[config.mk]
export PLATFORM = sky130hd
export DESIGN_NAME = alu_share_arbiter
export DESIGN_NICKNAME = d
export VERILOG_FILES = /design/src/rtl/alu_arb_pkg.sv /design/src/rtl/alu_share_arbiter_alu.sv /design/src/rtl/alu_share_arbiter.sv
export SDC_FILE = /design/constraint.sdc
export NUM_CORES = 1
export LEC_CHECK = 0
export CAP_MARGIN = 20
export CORE_MARGIN = 2
export CORE_UTILIZATION = 40
export DETAILED_ROUTE_END_ITERATION = 10
export GPL_TIMING_DRIVEN = 0
export PLACE_DENSITY = 0.66
export SETUP_SLACK_MARGIN = 0.1
export SLEW_MARGIN = 20
export SYNTH_ARGS = -nofsm -noshare
export SYNTH_HDL_FRONTEND = slang
export SYNTH_SLANG_ARGS = --single-unit
[constraint.sdc]
create_clock -name clk -period 3.5 [get_ports clk]
set_input_delay 0.35 -clock clk [delete_from_list [all_inputs] [get_ports clk]]
set_output_delay 0.35 -clock clk [all_outputs]
set_load 0.02 [all_outputs]
[src/rtl/alu_arb_pkg.sv]
// Shared types for the two-requester accumulate arbiter: ALU opcodes, FSM states, default widths.
// Latency: n/a (types and constants only).
// Backpressure: n/a.
package alu_arb_pkg;

    localparam int DATA_W_DEF = 32;
    localparam int LEN_W_DEF  = 3;

    typedef enum logic [1:0] {
        ALU_ZERO = 2'd0,
        ALU_A    = 2'd1,
        ALU_B    = 2'd2,
        ALU_ADD  = 2'd3
    } alu_op_e;

    typedef enum logic [2:0] {
        ST_IDLE  = 3'd0,
        ST_CLEAR = 3'd1,
        ST_LOAD  = 3'd2,
        ST_ADD   = 3'd3,
        ST_DONE  = 3'd4
    } arb_state_e;

endpackage

[src/rtl/alu_share_arbiter_alu.sv]
// Accumulator ALU: A/B registers and a 4-function output (zero, A, B, A+B).
// Latency: output is combinational from A/B; register writes land on the next edge.
// Backpressure: none; the controller decides when to write.
module alu_share_arbiter_alu
    import alu_arb_pkg::*;
#(
    parameter int DATA_W = DATA_W_DEF
) (
    input  logic              clk,
    input  logic              wr_a,
    input  logic              wr_b,
    input  logic              sel_a,
    input  alu_op_e           alu_op,
    input  logic [DATA_W-1:0] din,
    output logic [DATA_W-1:0] y
);

    logic [DATA_W-1:0] a_q, a_d;
    logic [DATA_W-1:0] b_q, b_d;

    // Function select; the add wraps modulo 2^DATA_W by construction
    always_comb begin
        y = a_q;
        case (alu_op)
            ALU_ZERO: y = '0;
            ALU_A:    y = a_q;
            ALU_B:    y = b_q;
            ALU_ADD:  y = a_q + b_q;
            default:  y = a_q;
        endcase
    end

    // Register write enables; A takes the ALU output unless sel_a picks the input bus
    always_comb begin
        a_d = a_q;
        b_d = b_q;
        if (wr_a) a_d = sel_a ? din : y;
        if (wr_b) b_d = din;
    end

    // Operand registers carry no reset: contents are established by the CLEAR step
    always_ff @(posedge clk) begin
        a_q <= a_d;
        b_q <= b_d;
    end

endmodule

[src/rtl/alu_share_arbiter.sv]
// Two-requester round-robin arbiter sequencing one shared ALU to sum len+1 operands.
// Latency: gnt the cycle after req is sampled; done 2+2N cycles after that edge's cycle, N = len+1.
// Backpressure: waits in LOAD with dready high until the granted requester asserts dvalid.
module alu_share_arbiter
    import alu_arb_pkg::*;
#(
    parameter int DATA_W = DATA_W_DEF,
    parameter int LEN_W  = LEN_W_DEF
) (
    input  logic              clk,
    input  logic              reset,
    input  logic [1:0]        req,
    input  logic [LEN_W-1:0]  len0,
    input  logic [LEN_W-1:0]  len1,
    input  logic [DATA_W-1:0] data0,
    input  logic [DATA_W-1:0] data1,
    input  logic [1:0]        dvalid,
    output logic [1:0]        dready,
    output logic [1:0]        gnt,
    output logic [1:0]        done,
    output logic [DATA_W-1:0] result
);

    arb_state_e        state_q, state_d;
    logic              ptr_q, ptr_d;
    logic              g_q, g_d;
    logic [1:0]        gnt_q, gnt_d;
    logic [LEN_W-1:0]  cnt_q, cnt_d;
    logic [LEN_W-1:0]  lim_q, lim_d;

    alu_op_e           alu_op;
    logic              wr_a, wr_b;
    logic              win;
    logic [DATA_W-1:0] op_dat;
    logic              op_vld;

    // Only the granted requester's stream ever reaches the ALU
    assign op_dat = g_q ? data1 : data0;
    assign op_vld = g_q ? dvalid[1] : dvalid[0];

    // Next-state, arbitration and ALU control; outputs forced idle while reset is held
    always_comb begin
        state_d = state_q;
        ptr_d   = ptr_q;
        g_d     = g_q;
        gnt_d   = gnt_q;
        cnt_d   = cnt_q;
        lim_d   = lim_q;
        alu_op  = ALU_A;
        wr_a    = 1'b0;
        wr_b    = 1'b0;
        dready  = 2'b00;
        done    = 2'b00;
        win     = 1'b0;
        case (state_q)
            ST_IDLE: begin
                if (req != 2'b00) begin
                    win     = (req == 2'b11) ? ptr_q : req[1];
                    g_d     = win;
                    gnt_d   = win ? 2'b10 : 2'b01;
                    lim_d   = win ? len1 : len0;
                    cnt_d   = '0;
                    state_d = ST_CLEAR;
                end
            end
            ST_CLEAR: begin
                wr_a    = 1'b1;
                alu_op  = ALU_ZERO;
                state_d = ST_LOAD;
            end
            ST_LOAD: begin
                dready = g_q ? 2'b10 : 2'b01;
                if (op_vld) begin
                    wr_b    = 1'b1;
                    state_d = ST_ADD;
                end
            end
            ST_ADD: begin
                wr_a   = 1'b1;
                alu_op = ALU_ADD;
                if (cnt_q == lim_q) begin
                    cnt_d   = '0;
                    state_d = ST_DONE;
                end else begin
                    cnt_d   = cnt_q + LEN_W'(1);
                    state_d = ST_LOAD;
                end
            end
            ST_DONE: begin
                done    = gnt_q;
                gnt_d   = 2'b00;
                ptr_d   = ~ptr_q;
                state_d = ST_IDLE;
            end
            default: state_d = ST_IDLE;
        endcase
        if (reset) begin
            alu_op = ALU_A;
            wr_a   = 1'b0;
            wr_b   = 1'b0;
            dready = 2'b00;
            done   = 2'b00;
        end
    end

    assign gnt = reset ? 2'b00 : gnt_q;

    // Control state registers with synchronous reset
    always_ff @(posedge clk) begin
        if (reset) begin
            state_q <= ST_IDLE;
            ptr_q   <= 1'b0;
            g_q     <= 1'b0;
            gnt_q   <= 2'b00;
            cnt_q   <= '0;
            lim_q   <= '0;
        end else begin
            state_q <= state_d;
            ptr_q   <= ptr_d;
            g_q     <= g_d;
            gnt_q   <= gnt_d;
            cnt_q   <= cnt_d;
            lim_q   <= lim_d;
        end
    end

    alu_share_arbiter_alu #(
        .DATA_W (DATA_W)
    ) u_alu (
        .clk    (clk),
        .wr_a   (wr_a),
        .wr_b   (wr_b),
        .sel_a  (1'b0),
        .alu_op (alu_op),
        .din    (op_dat),
        .y      (result)
    );

endmodule

==> results of run 1 <==
final timing paths:
check | from | endpoint | slack (ns) | cells past startpoint
max | u_alu.b_q[1]$_DFFE_PP_ | result[31] | 0.1 | 12
min | reset | state_q[1]$_SDFFE_PP0P_ | 0.42 | 2
max reg2reg | u_alu.b_q[1]$_DFFE_PP_ | u_alu.a_q[29]$_DFFE_PP_ | 0.56 | 11
min reg2reg | lim_q[2]$_SDFFE_PP0P_ | lim_q[2]$_SDFFE_PP0P_ | 0.51 | 2
metrics by stage:
step	total power, mW	instances	hold slack, ns
3_5_place_dp	1.70	764	0.499
4_1_cts	2.65	787	0.403
2_1_floorplan	1.46	482	0.470
6_report	2.65	795	0.416
3_3_place_gp	1.69	762	0.486
5_1_grt	2.78	795	0.453
cell type report:
class | instances | area, µm²
clock buffer | 11 | 233
clock inverter | 5 | 61.3
timing repair buffer | 129 | 1240
multi-input combinational | 371 | 2850
buffer | 19 | 77.6
inverter | 15 | 56.3
fill | 1048 | 5150
sequential | 77 | 2180
tap | 168 | 210
where the power goes:
part	switching (mW)	internal (mW)
combinational	0.332	0.317
sequential	0.0250	1.05
clock	0.368	0.554
total	0.726	1.92
metal layers:
| metal | vias to the layer above | global-route usage [%] | share of wire (%) | wire [µm] |
|---|---|---|---|---|
| li1 | 2087 | - | - | - |
| met1 | 1984 | 24.4 | 44 | 5510 |
| met2 | 131 | 32.3 | 49 | 6140 |
| met3 | 8 | 4.22 | 6.6 | 831 |
| met4 | 0 | 4.98 | 0.53 | 67 |
| met5 | - | 0 | 0 | 0 |
cells in the final DEF (no fill, tap or decap), types with 4 or more instances in the layout:
cell type,Yosys,final
buf_6,0,4
inv_1,15,13
buf_2,1,6
o21ai_0,33,27
and3_1,4,4
buf_4,0,16
o21ai_1,5,7
clkbuf_2,0,7
dlygate4sd2_1,0,4
nor2_1,34,32
o21ai_2,1,4
o21a_1,5,5
ha_4,0,6
a21oi_1,29,29
clkbuf_1,15,13
mux2_2,32,32
nand2_1,54,54
dfxtp_1,13,13
edfxtp_1,64,64
or3_1,5,5
nand3_1,10,10
nor3_1,6,6
a21o_1,17,17
ha_1,32,23
clkdlybuf4s50_1,0,92
xor2_1,13,13
a311oi_1,4,4
and2_1,4,4
o211ai_1,5,5
xnor2_1,14,14
nand4_1,4,4
clkbuf_16,0,9
state kept, by name, summed over array words and instances, names as in the netlist:
| register | cells |
|---|---|
| cnt_q | 3 |
| g_q | 1 |
| gnt_q | 2 |
| lim_q | 3 |
| ptr_q | 1 |
| state_q | 3 |
| u_alu.a_q | 32 |
| u_alu.b_q | 32 |
cell families (layout without fill, tap and decap cells):
kind of cell / count (synthesis) / count (layout)
AO/OA/AOI/OAI: 137 / 137
flip-flops: 77 / 77
adder cells (fa/ha/maj): 33 / 33
XOR/XNOR: 27 / 27
multiplexers: 35 / 35
buffers and inverters: 34 / 179
AND/OR/NAND/NOR: 139 / 139
timing repair:
item                                   4_1_cts  5_1_grt
gates resized for setup                     83       41
endpoints found under the hold margin        0        0
buffers inserted                             7        8
setup endpoints to repair                   22       22
hold buffers                                 0        0
pin swaps                                   18       21
==> impl_metrics.toml, run 1 <==
[place]
dpl.hpwl_mm = 9.02
place_congestion = 0.863
placed_area_um2 = 6340
place_ws_ns = -0.277
port_buffers = 112

[global_routing]
overflow = 0
grt_pass1_vias = 4147
grt_start_max_net_pins = 29
grt_usage_pct = 18.9
grt_first_pass_wirelength_mm = 19.7
grt_antenna_before_repair = 0

[drt]
drcViolationCount = 0
dr_total_vias = 4210
routed_wl_mm = 12.5
detail_route.wl_per_cell_um = 15.8
avgViaCountPerCell = 5.30
dr.pass1.iters = 5
drt_iter0_drc = 251
ant_nets = 0

[clock_tree]
clk_pin_slew_ns = 0.06
cts_made_buffers = 9
worstSkewPairLatency_ns = 0.33
cts_max_level = 3
root_buffer = "clkbuf_16"
numClockSinks = 77
clockBufferDepth = 2
tritoncts = "yes"

[timing]
max_slew_margin_pct = 53.8
finalClockSkew_ns = 0.00873
finalSetupViolCount = 0
fmax_mhz = 294
setup_tns_ns = 0
hold_violations = 0
fin_crit_sh_pct = 97.3
fin_crit_ns = 3.40
rsz0062_at_grt = "yes"
setup_slack_ns = 0.0950
maxSlewViolCount = 0
worstMarginPinSlew_ns = 0.693

[power_and_ir_drop]
p_leak_nw = 2.65
irDropWorstVdd_uv = 201
power.density_nw_per_um2 = 383

[floorplan]
num_io_pins = 114
die_y_um = 115
core_area_um2 = 12100
die_w_um = 115
start_util_pct = 41.1
rows = 40
die_area_um2 = 13300

[yosys]
synth_fa_ha_area_share_pct = 8.49
syn-cell-area_um2 = 4950
yosysTopAreaCell = "edfxtp_1"
synthTopCellsByArea = "edfxtp_1 39%, ha_1 8.1%, mux2_2 7.3%, dfxtp_1 5.3%, nand2_1 4.1%"
synth_compound_gate_area_share_pct = 19.3
yosysMostFrequentCell = "edfxtp_1"
synthTopCellsByCount = "64 x edfxtp_1, 54 x nand2_1, 34 x nor2_1"
seq_area_frac_synth_pct = 44.1
synth_top_cell_area_share_pct = 38.8
synth.ff_latch_count = 77
synth_xor_area_share_pct = 4.78
ys.flop_type = "edfxtp_1"
syn_inst = 482
synth_top_family_by_area = "compound AO/OA/AOI/OAI gates"
synth_cell_types = 59
synth_edf_count = 64
syn_area_per_cell_um2 = 10.3
synth_nets = 591
yosys.area_share.simple_pct = 12.9
synthArstFlopShare_pct = 0
ys_warn_count = 0
muxShareOfSynthArea_pct = 7.88

[final_layout]
n_antenna_cell = 0
syn2layout_area_growth_pct = 39.6
final_util_pct = 57.3
final_nets = 731
drive_above_1_share_pct = 19.9
final_area_um2 = 6910

[worst_setup_path]
path_buf_inv = 3
worst_setup_path_start_kind = "flop"
worst_ep_arrival_time_ns = 3.05
path_max_fanout = 3
cpPeakStageDelay_ns = 0.47
crit_type = "reg2out"
worstPathCellList = "ha_4 -> a211oi_2 -> o21ai_2 -> o2111ai_2 -> a211oi_2 -> buf_4 -> or3_4 -> a21oi_4 -> buf_4 -> mux2i_1 -> a2bb2oi_2 -> buf_6"
slowest_stage = "edfxtp_1"
cp_data_required_time_ns = 3.15
crit_path_end_kind = "primary output"
path_delay_family = "compound AO/OA/AOI/OAI gates"

[run]
drv_cap = 0

[worst_hold_path]
hp-class = "in2reg"

[run_status]
outcome = "completed"
No activity file was read; power rests on OpenSTA's default activity.
==> run 2, diff against run 1 <==
ABC_AREA = 1   (was default)
PLACE_DENSITY = 0.64   (was 0.66)
==> run 2 against run 1 <==
Register-to-register slack gained 0.76 ns. Sequential power hardly changed. Core utilization is 3.4 points lower. Non-clock buffer count is 18 lower. Power grew 11%. Combinational power grew 26%. Setup slack better by 0.20 ns. Largest power group unchanged. Highest routed layer unchanged.
==> impl_metrics.toml, run 2 <==
[run_status]
outcome = "completed"

[clock_tree]
root_buffer = "clkbuf_16"
cts_made_buffers = 9
tritoncts = "yes"
cts_max_level = 3
worstSkewPairLatency_ns = 0.34
clk_pin_slew_ns = 0.06
clockBufferDepth = 2
numClockSinks = 77

[drt]
dr_total_vias = 5460
avgViaCountPerCell = 4.67
dr.pass1.iters = 7
ant_nets = 0
drcViolationCount = 0
drt_iter0_drc = 290
routed_wl_mm = 15.7
detail_route.wl_per_cell_um = 13.4

[timing]
hold_violations = 0
fin_crit_sh_pct = 91.6
maxSlewViolCount = 0
worstMarginPinSlew_ns = 0.766
finalSetupViolCount = 0
fmax_mhz = 312
max_slew_margin_pct = 48.9
rsz0062_at_grt = "no"
finalClockSkew_ns = 0.00687
fin_crit_ns = 3.21

[yosys]
synth_cell_types = 41
synth_nets = 967
synth.ff_latch_count = 77
yosysMostFrequentCell = "nand2_1"
synth_top_cell_area_share_pct = 33.2
synthTopCellsByCount = "387 x nand2_1, 137 x inv_1, 64 x edfxtp_1"
seq_area_frac_synth_pct = 37.7
ys.flop_type = "edfxtp_1"
ys_warn_count = 0
synth_edf_count = 64
syn-cell-area_um2 = 5790
syn_inst = 858
yosysTopAreaCell = "edfxtp_1"
synthArstFlopShare_pct = 0
syn_area_per_cell_um2 = 6.75
synthTopCellsByArea = "edfxtp_1 33%, nand2_1 25%, inv_1 8.9%, ha_1 6.9%, dfxtp_1 4.5%"

[worst_setup_path]
reg2reg_to = "u_alu.a_q[18]$_DFFE_PP_"
cp_data_required_time_ns = 3.15
crit_path_end_kind = "primary output"
reg2reg_from = "u_alu.a_q[0]$_DFFE_PP_"
worst_setup_path_start_kind = "flop"
crit_type = "reg2out"
worst_ep_arrival_time_ns = 2.86
r2r_setup_slack_ns = 1.32
path_max_fanout = 4
reg2reg_depth = 13

[worst_hold_path]
hold_path_startpoint = "gnt_q[1]$_SDFFE_PP0P_"
hp-class = "reg2reg"
hold_end = "gnt_q[1]$_SDFFE_PP0P_"
whs_path_depth = 2

[final_layout]
final_util_pct = 54.0
final_cell_mix = "387 x nand2_1, 137 x inv_1, 110 x clkdlybuf4s50_1, 64 x edfxtp_1, 44 x nor2_1"
fill_cells = 1384
final_nets = 1094
n_antenna_cell = 0
instances_no_fill = 1170
seq_area_um2 = 2180
syn2layout_area_growth_pct = 30.4
final_common_cell = "nand2_1"
reg_top3 = "u_alu.a_q x32, u_alu.b_q x32"
drive_above_1_share_pct = 6.06
multi_input_area_um2 = 3020

[place]
dpl.hpwl_mm = 12.6
dp.cells = 1154
place_congestion = 0.914
port_buffers = 113

[global_routing]
grt_usage_pct = 20.6
overflow = 0
grt_antenna_before_repair = 0
grt_pass1_vias = 5077
use_met2_pct = 32.4
use_met1_pct = 29.1
grt-busiest-layer = "met2"
grt.met3_usage_pct = 4.42
grt_start_max_net_pins = 18
grt_first_pass_wirelength_mm = 25.4

[power_and_ir_drop]
seqPwrFrac_pct = 37.3
p_clk_share_pct = 34.8
power.density_nw_per_um2 = 390
intPower_mw = 2.03
netSwitchingFraction_pct = 31.1
p_leak_nw = 3.75
combPwrFrac_pct = 27.8
power_switching_mw = 0.916
irDropWorstVdd_uv = 259

[floorplan]
die_y_um = 124
die_w_um = 124
die_area_um2 = 15400
core_area_um2 = 14000
num_io_pins = 114
rows = 43
start_util_pct = 41.4

[run]
drv_cap = 0
==> run 2: cell count changes in the layout (fill, tap and decap cells not counted), sizes merged, moves of 9 or more <==
| cell | previous run | this run |
|---|---|---|
| nand2 | 54 | 399 |
| inv | 15 | 145 |
| nand3 | 10 | 43 |
| mux2 | 32 | 0 |
| buf | 31 | 8 |
| o21ai | 39 | 17 |
| clkdlybuf4s50 | 92 | 110 |
| nor2 | 34 | 51 |
| a21o | 17 | 2 |
| clkbuf | 29 | 18 |
| xnor2 | 14 | 4 |
| xor2 | 13 | 3 |
| a21oi | 32 | 41 |
==> run 2: logic make-up after synthesis <==
| kind of cell | Yosys count | synth area share [%] |
|---|---|---|
| and+or+nand+nor | 513 | 36.5 |
| buffers and inverters | 157 | 10.5 |
| DFF | 77 | 37.7 |
| AOI/OAI and AO/OA | 70 | 6.77 |
| adders and majority gates | 33 | 7.26 |
| xor gates and xnor gates | 7 | 1.06 |
| muxes | 1 | 0.173 |
==> run 2: worst max-delay path: stages, from the launching register on <==
cell,delay [ns]
edfxtp_1,0.35
ha_1,0.20
inv_1,0.07
fa_1,0.36
inv_1,0.13
nand2_1,0.08
nand3_2,0.10
nand2_1,0.08
nand2_2,0.14
nand2_1,0.09
nand3_1,0.08
nand3_1,0.10
nand2_1,0.11
clkdlybuf4s50_1,0.61
==> run 2: worst max path at each step <==
stage	cells past startpoint	slack, ns	from	end
2_1_floorplan	6	0.63	state_q[0]$_SDFFE_PP0P_	u_alu.a_q[5]$_DFFE_PP_
3_3_place_gp	7	-1.37	reset	result[9]
3_5_place_dp	14	0.48	u_alu.a_q[0]$_DFFE_PP_	result[16]
4_1_cts	13	0.22	u_alu.a_q[0]$_DFFE_PP_	result[24]
5_1_grt	13	0.11	u_alu.a_q[0]$_DFFE_PP_	result[24]
6_report	13	0.29	u_alu.a_q[0]$_DFFE_PP_	result[30]
==> run 2: final cells by class <==
class	instances	area share [%]
inverter	143	7.11
multi-input combinational	624	40.0
sequential	77	28.9
timing repair buffer	116	15.8
buffer	14	0.962
clock inverter	7	1.29
tap	180	2.98
clock buffer	9	2.98
==> run 2: routing by layer <==
layer	routed length (µm)	vias to the layer above
li1	-	2932
met1	7860	2395
met2	6930	119
met3	743	14
met4	183	0
met5	0	-
==> run 2: through the flow <==
| step | instance area, µm² | setup TNS [ns] | hold slack, ns | setup WS, ns | power [mW] |
|---|---|---|---|---|---|
| after floorplan | 5790 | 0 | 0.437 | 0.626 | 1.61 |
| after global placement | 7140 | -66.56 | 0.456 | -1.37 | 1.92 |
| after detailed placement | 7220 | 0 | 0.465 | 0.478 | 1.94 |
| after CTS | 7540 | 0 | 0.478 | 0.217 | 2.97 |
| after global routing | 7550 | 0 | 0.497 | 0.113 | 3.11 |
| final | 7550 | 0 | 0.469 | 0.294 | 2.95 |
==> run 2: power by group through the flow <==
stage | logic [mW] | clock network, mW | registers, mW
final | 0.820 | 1.03 | 1.10
after global routing | 0.916 | 1.09 | 1.10
after CTS | 0.823 | 1.05 | 1.10
after detailed placement | 0.820 | 0 | 1.12
after global placement | 0.800 | 0 | 1.12
after floorplan | 0.501 | 0 | 1.11
==> run 2: what timing repair did <==
item,CTS,global route
hold buffers,0,0
pin swaps,0,0
endpoints found under the setup margin,1,6
gates resized for setup,1,3
buffers inserted,0,0
==> run 3, diff against run 2 <==
CAP_MARGIN = default   (was 20)
==> results of run 3 <==
The final DEF is identical to that of run 2; final timing and power are the same.
